===== src/rtl/seq_ram_loader_pkg.sv =====
// Shared types and defaults for the sequencer RAM loader.
// Holds the FSM state encoding, default RAM geometry and checksum width.
// No logic here; imported by seq_ram_loader and seq_ram_byte_packer.
package seq_ram_loader_pkg;

  localparam int DEF_ADDR_W = 9;    // sequencer RAM word-address width
  localparam int DEF_DEPTH  = 512;  // RAM depth in 32-bit words
  localparam int CSUM_W     = 32;   // write/read checksum width (carry discarded)

  typedef enum logic [2:0] {
    ST_IDLE   = 3'd0,
    ST_FILL   = 3'd1,
    ST_WRITE  = 3'd2,
    ST_VREAD  = 3'd3,
    ST_VDRAIN = 3'd4,
    ST_DONE   = 3'd5
  } state_e;

endpackage


===== src/rtl/seq_ram_byte_packer.sv =====
// Purpose: packs a little-endian byte stream into 32-bit words (first byte -> [7:0]).
// Latency: word_cpl_o fires combinationally with the 4th byte; the full word is on word_dat_o next cycle.
// Backpressure: none of its own; the parent gates byte_vld_i with its ready.
// Ports: clk/reset_n; clr_i discards any partial word; byte_vld_i/byte_dat_i accepted byte;
//        word_dat_o packed word; word_cpl_o high on the cycle the 4th byte is accepted.
module seq_ram_byte_packer
  import seq_ram_loader_pkg::*;
(
  input  logic        clk,
  input  logic        reset_n,
  input  logic        clr_i,
  input  logic        byte_vld_i,
  input  logic [7:0]  byte_dat_i,
  output logic [31:0] word_dat_o,
  output logic        word_cpl_o
);

  logic [1:0]  cnt_q;
  logic [31:0] word_q;

  always_ff @(posedge clk or negedge reset_n) begin
    if (!reset_n) begin
      cnt_q  <= '0;
      word_q <= '0;
    end else if (clr_i) begin
      cnt_q  <= '0;
      word_q <= '0;
    end else if (byte_vld_i) begin
      word_q[{cnt_q, 3'b000} +: 8] <= byte_dat_i;
      cnt_q                        <= cnt_q + 2'd1;  // wraps to 0 after the 4th byte
    end
  end

  assign word_cpl_o = byte_vld_i && (cnt_q == 2'd3);
  assign word_dat_o = word_q;

endmodule


===== src/rtl/seq_ram_loader.sv =====
// Purpose: streams bytes into a sequencer RAM as 32-bit words starting at base_addr, wrapping mod DEPTH.
// Latency: 5 cycles per word with a continuous stream (4 FILL + 1 WRITE), plus verify pass and DONE.
// Backpressure: in_ready high only in FILL; in_valid gaps simply stall FILL.
// Config: define SEQ_RAM_LOADER_VERIFY_EN to read the block back and compare checksums (VREAD/VDRAIN).
// Ports: clk, reset_n (async, active-low); start/base_addr/word_count load request;
//        in_data/in_valid/in_ready byte stream; ram_* RAM slave port; busy/done/error status.
module seq_ram_loader
  import seq_ram_loader_pkg::*;
#(
  parameter int ADDR_W = DEF_ADDR_W,
  parameter int DEPTH  = DEF_DEPTH
) (
  input  logic              clk,
  input  logic              reset_n,
  input  logic              start,
  input  logic [ADDR_W-1:0] base_addr,
  input  logic [ADDR_W:0]   word_count,
  input  logic [7:0]        in_data,
  input  logic              in_valid,
  output logic              in_ready,
  output logic [ADDR_W-1:0] ram_address,
  output logic [31:0]       ram_writedata,
  output logic [3:0]        ram_byteenable,
  output logic              ram_chipselect,
  output logic              ram_write,
  output logic              ram_clken,
  input  logic [31:0]       ram_readdata,
  output logic              busy,
  output logic              done,
  output logic              error
);

  localparam logic [ADDR_W:0] DEPTH_W = (ADDR_W+1)'(DEPTH);
  localparam logic [ADDR_W:0] ONE_W   = (ADDR_W+1)'(1);

  state_e              state_q, state_d;
  logic [ADDR_W-1:0]   base_q, base_d;
  logic [ADDR_W:0]     count_q, count_d;
  logic [ADDR_W:0]     idx_q, idx_d;

  logic                fill_rdy;
  logic                start_acc;
  logic [31:0]         word_dat;
  logic                word_cpl;
  logic [ADDR_W:0]     wc_clamped;
  logic [ADDR_W:0]     idx_inc;
  logic [ADDR_W:0]     addr_sum;
  logic [ADDR_W:0]     addr_wrap;

  // Kept outside the FSM process: the packer strobe depends on it and feeds back into next-state.
  assign fill_rdy   = (state_q == ST_FILL);
  assign in_ready   = fill_rdy;
  assign start_acc  = (state_q == ST_IDLE) && start;
  assign busy       = (state_q != ST_IDLE);
  assign ram_clken  = reset_n;

  assign wc_clamped = (word_count > DEPTH_W) ? DEPTH_W : word_count;
  assign idx_inc    = idx_q + ONE_W;
  // base_q < DEPTH and idx_q < DEPTH, so a single conditional subtract wraps correctly.
  assign addr_sum   = {1'b0, base_q} + idx_q;
  assign addr_wrap  = (addr_sum >= DEPTH_W) ? (addr_sum - DEPTH_W) : addr_sum;

  seq_ram_byte_packer u_packer (
    .clk        (clk),
    .reset_n    (reset_n),
    .clr_i      (start_acc),
    .byte_vld_i (in_valid && fill_rdy),
    .byte_dat_i (in_data),
    .word_dat_o (word_dat),
    .word_cpl_o (word_cpl)
  );

  always_ff @(posedge clk or negedge reset_n) begin
    if (!reset_n) begin
      state_q <= ST_IDLE;
      base_q  <= '0;
      count_q <= '0;
      idx_q   <= '0;
    end else begin
      state_q <= state_d;
      base_q  <= base_d;
      count_q <= count_d;
      idx_q   <= idx_d;
    end
  end

  always_comb begin
    state_d        = state_q;
    base_d         = base_q;
    count_d        = count_q;
    idx_d          = idx_q;
    done           = 1'b0;
    ram_chipselect = 1'b0;
    ram_write      = 1'b0;
    ram_byteenable = 4'h0;
    ram_address    = '0;
    ram_writedata  = '0;
    case (state_q)
      ST_IDLE: begin
        if (start) begin
          base_d  = base_addr;
          count_d = wc_clamped;
          idx_d   = '0;
          state_d = (wc_clamped == '0) ? ST_DONE : ST_FILL;
        end
      end
      ST_FILL: begin
        if (word_cpl) state_d = ST_WRITE;
      end
      ST_WRITE: begin
        ram_chipselect = 1'b1;
        ram_write      = 1'b1;
        ram_byteenable = 4'hF;
        ram_address    = addr_wrap[ADDR_W-1:0];
        ram_writedata  = word_dat;
        idx_d          = idx_inc;
        if (idx_inc == count_q) begin
`ifdef SEQ_RAM_LOADER_VERIFY_EN
          idx_d   = '0;
          state_d = ST_VREAD;
`else
          state_d = ST_DONE;
`endif
        end else begin
          state_d = ST_FILL;
        end
      end
`ifdef SEQ_RAM_LOADER_VERIFY_EN
      ST_VREAD: begin
        ram_chipselect = 1'b1;
        ram_byteenable = 4'hF;
        ram_address    = addr_wrap[ADDR_W-1:0];
        idx_d          = idx_inc;
        if (idx_inc == count_q) state_d = ST_VDRAIN;
      end
      ST_VDRAIN: begin
        state_d = ST_DONE;
      end
`endif
      ST_DONE: begin
        done    = 1'b1;
        state_d = ST_IDLE;
      end
      default: state_d = ST_IDLE;
    endcase
  end

`ifdef SEQ_RAM_LOADER_VERIFY_EN
  logic [CSUM_W-1:0] wr_sum_q, wr_sum_d;
  logic [CSUM_W-1:0] rd_sum_q, rd_sum_d;
  logic              rd_pend_q, rd_pend_d;
  logic              error_q, error_d;

  always_ff @(posedge clk or negedge reset_n) begin
    if (!reset_n) begin
      wr_sum_q  <= '0;
      rd_sum_q  <= '0;
      rd_pend_q <= 1'b0;
      error_q   <= 1'b0;
    end else begin
      wr_sum_q  <= wr_sum_d;
      rd_sum_q  <= rd_sum_d;
      rd_pend_q <= rd_pend_d;
      error_q   <= error_d;
    end
  end

  always_comb begin
    wr_sum_d  = wr_sum_q;
    rd_sum_d  = rd_sum_q;
    rd_pend_d = (state_q == ST_VREAD);  // read data returns the cycle after the address
    error_d   = error_q;
    if (start_acc) begin
      wr_sum_d = '0;
      rd_sum_d = '0;
      error_d  = 1'b0;
    end
    if (state_q == ST_WRITE) wr_sum_d = wr_sum_q + word_dat;
    if (rd_pend_q)           rd_sum_d = rd_sum_q + ram_readdata;
    // Compare against the sum including the drained word so error is already valid while done pulses.
    if (state_q == ST_VDRAIN) error_d = (rd_sum_d != wr_sum_q);
  end

  assign error = error_q;
`else
  logic [31:0] unused_rdata;
  assign unused_rdata = ram_readdata;
  assign error        = 1'b0;
`endif

endmodule


===== config.mk =====
export PLATFORM = sky130hd
export DESIGN_NAME = seq_ram_loader
export DESIGN_NICKNAME = d
export VERILOG_FILES = /design/src/rtl/seq_ram_loader_pkg.sv /design/src/rtl/seq_ram_byte_packer.sv /design/src/rtl/seq_ram_loader.sv
export SDC_FILE = /design/constraint.sdc
export NUM_CORES = 1
export LEC_CHECK = 0
export CORE_MARGIN = 3
export CORE_UTILIZATION = 47
export DETAILED_ROUTE_END_ITERATION = 10
export PLACE_DENSITY_LB_ADDON = 0.12
export SYNTH_ARGS = -nofsm -noshare
export SYNTH_HDL_FRONTEND = slang
export SYNTH_SLANG_ARGS = --single-unit

===== constraint.sdc =====
create_clock -name clk -period 2.95 [get_ports clk]
set_clock_uncertainty 0.15 [all_clocks]
set_input_delay 0.7375 -clock clk [delete_from_list [all_inputs] [get_ports clk]]
set_output_delay 0.7375 -clock clk [all_outputs]
set_load 0.02 [all_outputs]

==> results.py, run 1 <==
metrics = {
    "global_routing": {
        "grt_pass1_wl_mm": 15.9,
        "first_global_vias": 3363,
        "groute.usage.overall_pct": 22.6,
        "grt_remaining_overflow": 0,
        "grt_max_degree": 67,
        "antenna_found_initial": 0,
    },
    "placement": {
        "place.gp.congestion": 0.886,
        "place_worst_setup_slack_ps": -450,
        "post_dp_cell_area_mm2": 0.00469,
        "place.detailed.instances": 578,
        "dp_hpwl_mm": 6.76,
        "numPortBuffers": 81,
    },
    "synth": {
        "post_synth.cell_area_avg_um2": 9.31,
        "netlist_area_mm2": 0.00368,
        "post-synth-top-area-fraction_pct": 44.8,
        "net_count_after_synthesis": 474,
        "synthDistinctLibCells": 51,
        "yosys_register_bits": 66,
        "share_of_synthesized_area_occupied_by_flip_flops_and_latches_pct": 44.8,
        "synth_area_leader_cell": "sky130_fd_sc_hd__dfrtp_1",
        "synthesis.yosys.warnings": 0,
        "yosys.cell_count.top_type": "sky130_fd_sc_hd__nand2_1",
        "post_synth_main_area_contributors": "sky130_fd_sc_hd__dfrtp_1, sky130_fd_sc_hd__nand2_1, sky130_fd_sc_hd__a22o_1",
        "asyncSetResetFlopFracSynth_pct": 100,
        "synthCells": 396,
        "dominantRegCellSynth": "sky130_fd_sc_hd__dfrtp_1",
        "synth_top_cells_by_count": "sky130_fd_sc_hd__nand2_1, sky130_fd_sc_hd__dfrtp_1, sky130_fd_sc_hd__and3_1",
        "synth-edff-count": 0,
    },
    "critical_path": {
        "rr_worst_depth": 5,
        "critPathSlowestCell": "sky130_fd_sc_hd__dfrtp_1",
        "regToRegEndpoint": "u_packer.word_dat_o[5]$_DFFE_PN0P_",
        "timing.critical_path.fanout_max": 3,
        "cpPeakStageDelay_ps": 390,
        "cp-start-kind": "flop",
        "end_kind": "output port",
        "regToRegStartpoint": "state_q[1]$_DFFE_PN0P_",
        "worst_path_arrival_ps": 2300,
        "crit_required_ps": 2060,
        "path_cells": "ha_2, inv_2, fa_2, nor2b_4, o21ai_2, a21boi_2, o211a_1, nor4_2, nand2b_1, buf_6",
        "setup.worst_path.start": "base_q[0]$_DFFE_PN0P_",
        "endpoint": "ram_address[8]",
        "criticalPathCategory": "reg -> out",
        "ff2ff_setup_slack_ps": 540,
    },
    "hold_path": {
        "timing.hold.worst.class": "reg -> reg",
    },
    "die": {
        "initial_utilization_pct": 49.5,
        "placeableCoreArea_mm2": 0.00745,
        "chipWidth_um": 94.5,
        "rows": 31,
        "floorplan.die_area_mm2": 0.00894,
        "fp.dieH_um": 94.5,
        "io_pins": 115,
    },
    "final_layout": {
        "drive_gt1_share_pct": 15.6,
        "layout.cells.non_filler": 599,
        "layout.area.seq_mm2": 0.00165,
        "fill_cells": 600,
        "antenna_cells_inserted": 0,
        "multi_input_area_mm2": 0.00190,
        "finish.instance_area_mm2": 0.00495,
        "post-route-util_pct": 66.5,
        "area_delta_synth_final_pct": 34.5,
        "fin_nets": 573,
    },
    "timing": {
        "hold_viol_final": 0,
        "finalCriticalPeriod_ps": 3180,
        "max_slew.worst_pin.slew_ps": 916,
        "layout_worst_path_cycle_share_pct": 108,
        "grt_setup_unrepaired": "yes",
        "drv_slew": 0,
        "setup_viol": 43,
        "setup_slack_after_layout_ps": -234,
        "fmax_ghz": 0.314,
        "timing.max_slew.rel_slack_pct": 38.9,
    },
    "status": {
        "failed_checks": "negative setup slack",
        "run_status": "complete, but fails checks",
    },
    "power": {
        "peakVddDrop_uv": 386,
        "power_density_mw_per_mm2": 667,
        "finalPower_mw": 3.30,
        "power.leakage_nw": 2.41,
    },
    "route": {
        "remaining_drcs": 0,
        "drt-pass1-iter-count": 5,
        "final_antenna_net_count": 0,
        "vias_per_cell": 5.51,
        "totalWireLength_mm": 9.74,
        "drtIter0Drc": 125,
        "num_vias": 3301,
        "drt-wirelength-per-cell_um": 16.3,
    },
    "clock_tree": {
        "cts.sink_count": 66,
        "cts_tree": "yes",
        "cts_max_level": 3,
        "post_cts_hold_buffer_count": 0,
        "cts_root_buf": "sky130_fd_sc_hd__clkbuf_8",
        "clock_path_buffers": 2,
        "clkLatencyLatePin_ps": 330,
        "cts_inserted_buffers": 9,
        "path_clk_slew_ps": 70,
    },
    "run": {
        "max-cap-violations": 0,
    },
}
-- critical path: cells and delay by family, from the launching register on --
| family | cells | cell delay (ps) |
|---|---|---|
| DFF | 1 | 390 |
| AOI/OAI and AO/OA | 3 | 500 |
| and+or+nand+nor | 3 | 470 |
| adders and majority gates | 2 | 420 |
| buffers and inverters | 2 | 170 |
-- report_power, final --
part | switching (mW) | internal [mW]
Clock | 0.343 | 0.324
Sequential | 0.186 | 1.14
Combinational | 0.723 | 0.585
-- state kept, by name (all words and copies together) (netlist names) --
register	count
state_q	3
u_packer.word_dat_o	32
base_q	9
idx_q	10
u_packer.cnt_q	2
count_q	10
-- layer usage --
metal	share of wire [%]	global-route usage [%]	vias to the layer above
met5	0	0	-
met4	1.2	7.57	0
met3	4.6	4.06	12
met2	52	40.4	90
met1	42	27.4	1608
li1	-	-	1591
-- placed cells by master (no fill, tap or decap), types with 10 or more instances in the layout --
cell type / instances
sky130_fd_sc_hd__a21oi_1: 10
sky130_fd_sc_hd__a22o_1: 26
sky130_fd_sc_hd__and3_1: 36
sky130_fd_sc_hd__buf_4: 34
sky130_fd_sc_hd__clkbuf_8: 10
sky130_fd_sc_hd__clkdlybuf4s50_1: 72
sky130_fd_sc_hd__dfrtp_1: 66
sky130_fd_sc_hd__ha_1: 12
sky130_fd_sc_hd__inv_1: 10
sky130_fd_sc_hd__nand2_1: 71
sky130_fd_sc_hd__nor2_1: 18
sky130_fd_sc_hd__o21ai_0: 23
-- per-stage QoR --
stage | setup TNS, ps | hold WS (ps)
6_report | -3000 | 330
2_1_floorplan | 0 | 291
5_1_grt | -7610 | 359
3_3_place_gp | -1110 | 309
3_5_place_dp | -1370 | 317
4_1_cts | -1250 | 336
-- cells by family (layout without fill, tap and decap cells) --
kind of cell	Yosys count	count (layout)	synth area share [%]
AO/OA/AOI/OAI	83	83	15.6
XOR/XNOR	15	15	3.57
adder cells (fa/ha/maj)	15	15	5.30
buffers and inverters	40	144	5.40
flip-flops	66	66	44.8
multiplexers	3	3	0.849
other	1	1	0.102
AND/OR/NAND/NOR	173	173	24.4
-- area by class of cell --
cell class | instances | share of cell area [%]
Inverter | 12 | 0.909
Timing Repair Buffer | 116 | 21.5
Clock inverter | 5 | 0.606
Sequential cell | 66 | 33.3
Tap cell | 99 | 2.50
Multi-Input combinational cell | 290 | 38.3
Clock buffer | 11 | 2.85
-- how the worst min path moves through the flow --
stage / startpoint / to / slack [ps] / depth (start not counted)
after floorplan: reset_n / base_q[0]$_DFFE_PN0P_ / 290 / 0
after global placement: u_packer.word_dat_o[14]$_DFFE_PN0P_ / u_packer.word_dat_o[14]$_DFFE_PN0P_ / 310 / 2
after detailed placement: u_packer.word_dat_o[14]$_DFFE_PN0P_ / u_packer.word_dat_o[14]$_DFFE_PN0P_ / 320 / 2
after CTS: u_packer.word_dat_o[14]$_DFFE_PN0P_ / u_packer.word_dat_o[14]$_DFFE_PN0P_ / 340 / 2
after global routing: u_packer.word_dat_o[0]$_DFFE_PN0P_ / u_packer.word_dat_o[0]$_DFFE_PN0P_ / 360 / 2
final: u_packer.word_dat_o[6]$_DFFE_PN0P_ / u_packer.word_dat_o[6]$_DFFE_PN0P_ / 330 / 2
-- repair_timing --
action,in CTS,in global routing
pin swaps,11,13
gates resized for setup,43,12
cloned,0,1
buffers inserted,4,2
endpoints found under the setup margin,18,41
(Power assumes the default switching activity.)
==> run 2: changes to the inputs <==
--- a/config.mk
+++ b/config.mk
@@ -9,6 +9,7 @@
 export CORE_UTILIZATION = 47
 export DETAILED_ROUTE_END_ITERATION = 10
 export PLACE_DENSITY_LB_ADDON = 0.12
+export REMOVE_ABC_BUFFERS = 1
 export SYNTH_ARGS = -nofsm -noshare
 export SYNTH_HDL_FRONTEND = slang
 export SYNTH_SLANG_ARGS = --single-unit
==> results.py, run 2 (same netlist as run 1, synthesis figures left out) <==
metrics = {
    "status": {
        "run_status": "complete, but fails checks",
        "failed_checks": "negative setup slack",
    },
    "final_layout": {
        "layout.area.seq_mm2": 0.00165,
        "multi_input_area_mm2": 0.00190,
        "drive_gt1_share_pct": 16.9,
        "largest_reg_flops": 32,
        "fin_nets": 577,
        "fill_cells": 626,
        "most_common_cell_after_layout_fill_and_taps_aside": "sky130_fd_sc_hd__clkdlybuf4s50_1",
        "antenna_cells_inserted": 0,
        "area_delta_synth_final_pct": 37.3,
        "layout.cells.most_common_list": "sky130_fd_sc_hd__clkdlybuf4s50_1, sky130_fd_sc_hd__nand2_1, sky130_fd_sc_hd__dfrtp_1",
        "layout.cells.non_filler": 603,
    },
    "global_routing": {
        "grt_pass1_wl_mm": 15.7,
        "groute.usage.overall_pct": 22.8,
        "grt_max_degree": 67,
        "first_global_vias": 3170,
        "grt_remaining_overflow": 0,
        "antenna_found_initial": 0,
    },
    "clock_tree": {
        "cts_max_level": 3,
        "clkLatencyLatePin_ps": 340,
        "cts_root_buf": "sky130_fd_sc_hd__clkbuf_8",
        "post_cts_hold_buffer_count": 0,
        "path_clk_slew_ps": 70,
        "cts_inserted_buffers": 9,
        "clock_path_buffers": 2,
        "cts.sink_count": 66,
        "cts_tree": "yes",
    },
    "power": {
        "combinationalPowerShare_pct": 37.5,
        "power.leakage_nw": 2.47,
        "peakVddDrop_uv": 528,
        "power_density_mw_per_mm2": 708,
        "p_sw_mw": 1.28,
        "p_int_mw": 2.30,
        "netSwitchingFraction_pct": 35.6,
        "seq_power_share_pct": 36.9,
        "clkPwrFrac_pct": 25.5,
    },
    "critical_path": {
        "critical_path_buf_inv_count": 2,
        "cp_top_family": "adder cells",
        "path_cells": "ha_2, inv_2, fa_2, nor2b_4, o21ai_2, a21boi_2, o211a_1, nor4_1, nand2b_1, buf_6",
        "critPathSlowestCell": "sky130_fd_sc_hd__dfrtp_1",
        "crit_required_ps": 2060,
        "cp-start-kind": "flop",
        "worst_path_arrival_ps": 2270,
        "cpPeakStageDelay_ps": 370,
        "rr_worst_depth": 5,
        "ff2ff_setup_slack_ps": 430,
        "criticalPathCategory": "reg -> out",
        "timing.critical_path.fanout_max": 3,
        "setup.worst_path.start": "base_q[0]$_DFFE_PN0P_",
        "regToRegEndpoint": "u_packer.word_dat_o[2]$_DFFE_PN0P_",
        "end_kind": "output port",
        "regToRegStartpoint": "state_q[1]$_DFFE_PN0P_",
    },
    "route": {
        "num_vias": 3299,
        "drtIter0Drc": 159,
        "final_antenna_net_count": 0,
        "remaining_drcs": 0,
        "drt-wirelength-per-cell_um": 16.1,
        "vias_per_cell": 5.47,
        "totalWireLength_mm": 9.71,
        "drt-pass1-iter-count": 4,
    },
    "die": {
        "rows": 31,
        "placeableCoreArea_mm2": 0.00745,
        "fp.dieH_um": 94.5,
        "floorplan.die_area_mm2": 0.00894,
        "initial_utilization_pct": 49.5,
        "io_pins": 115,
        "chipWidth_um": 94.5,
    },
    "timing": {
        "max_slew.worst_pin.slew_ps": 1080,
        "setup_slack_after_layout_ps": -204,
        "timing.max_slew.rel_slack_pct": 28.0,
        "drv_slew": 0,
        "layout_worst_path_cycle_share_pct": 107,
        "grt_setup_unrepaired": "yes",
        "setup_viol": 9,
        "finalCriticalPeriod_ps": 3150,
        "hold-worst-slack_ps": 327,
        "hold_viol_final": 0,
        "fmax_ghz": 0.317,
    },
    "placement": {
        "place.detailed.instances": 580,
        "place_worst_setup_slack_ps": -496,
        "place.gp.congestion": 0.828,
        "numPortBuffers": 81,
        "dp_hpwl_mm": 6.52,
    },
    "hold_path": {
        "number_of_instances_on_the_worst_hold_path": 2,
        "min_delay_worst_endpoint": "u_packer.word_dat_o[30]$_DFFE_PN0P_",
        "hold_start": "u_packer.word_dat_o[30]$_DFFE_PN0P_",
        "timing.hold.worst.class": "reg -> reg",
    },
    "run": {
        "max-cap-violations": 0,
    },
}
==> run 2: power groups by stage <==
stage | sequential [mW] | combinational (mW) | clock [mW]
after floorplan | 1.30 | 0.766 | 0
after global placement | 1.32 | 1.19 | 0
after detailed placement | 1.33 | 1.23 | 0
after CTS | 1.32 | 1.28 | 0.930
after global routing | 1.36 | 1.50 | 0.980
final | 1.32 | 1.34 | 0.914
==> run 2: worst max path at each step <==
stage,slack (ps),endpoint,depth (start not counted)
final,-200,ram_address[8],10
after global routing,-310,ram_address[8],10
after CTS,-240,ram_address[8],10
after detailed placement,-500,ram_address[8],11
after global placement,-390,ram_address[6],11
after floorplan,-660,ram_address[8],5
==> run 2: tightest hold or removal path: stages, from the launching register on <==
cell                      delay [ps]
sky130_fd_sc_hd__dfrtp_1         340
sky130_fd_sc_hd__nand2_1          50
sky130_fd_sc_hd__o31ai_1          50
==> run 2: what timing repair did <==
| action | in CTS | in global routing |
|---|---|---|
| endpoints found under the setup margin | 11 | 44 |
| gates resized for setup | 48 | 10 |
| setup buffers | 5 | 4 |
| pin swaps | 12 | 14 |
| cloned | 0 | 1 |
==> run 2: layout make-up <==
| class | instances | area share (%) |
|---|---|---|
| Clock buffer | 13 | 3.54 |
| Clock inverter | 3 | 1.36 |
| Inverter | 12 | 0.890 |
| Multi-Input combinational cell | 290 | 37.5 |
| Sequential cell | 66 | 32.6 |
| Tap cell | 99 | 2.45 |
| Timing Repair Buffer | 120 | 21.6 |
==> run 2: per-layer routing <==
metal / vias up / GRT usage [%] / share of wire (%)
li1: 1601 / - / -
met1: 1585 / 32.6 / 47
met2: 102 / 34.7 / 45
met3: 11 / 4.46 / 6.5
met4: 0 / 8.05 / 1.6
met5: - / 0 / 0
==> run 2: through the flow <==
step,util [%],area (µm²),TNS (ps),power (mW)
6_report,67.9,5060,-462,3.58
5_1_grt,67.9,5060,-4220,3.84
4_1_cts,67.2,5000,-535,3.53
3_5_place_dp,63.1,4700,-1580,2.56
3_3_place_gp,63.1,4700,-1240,2.51
2_1_floorplan,-,3530,-4650,2.07
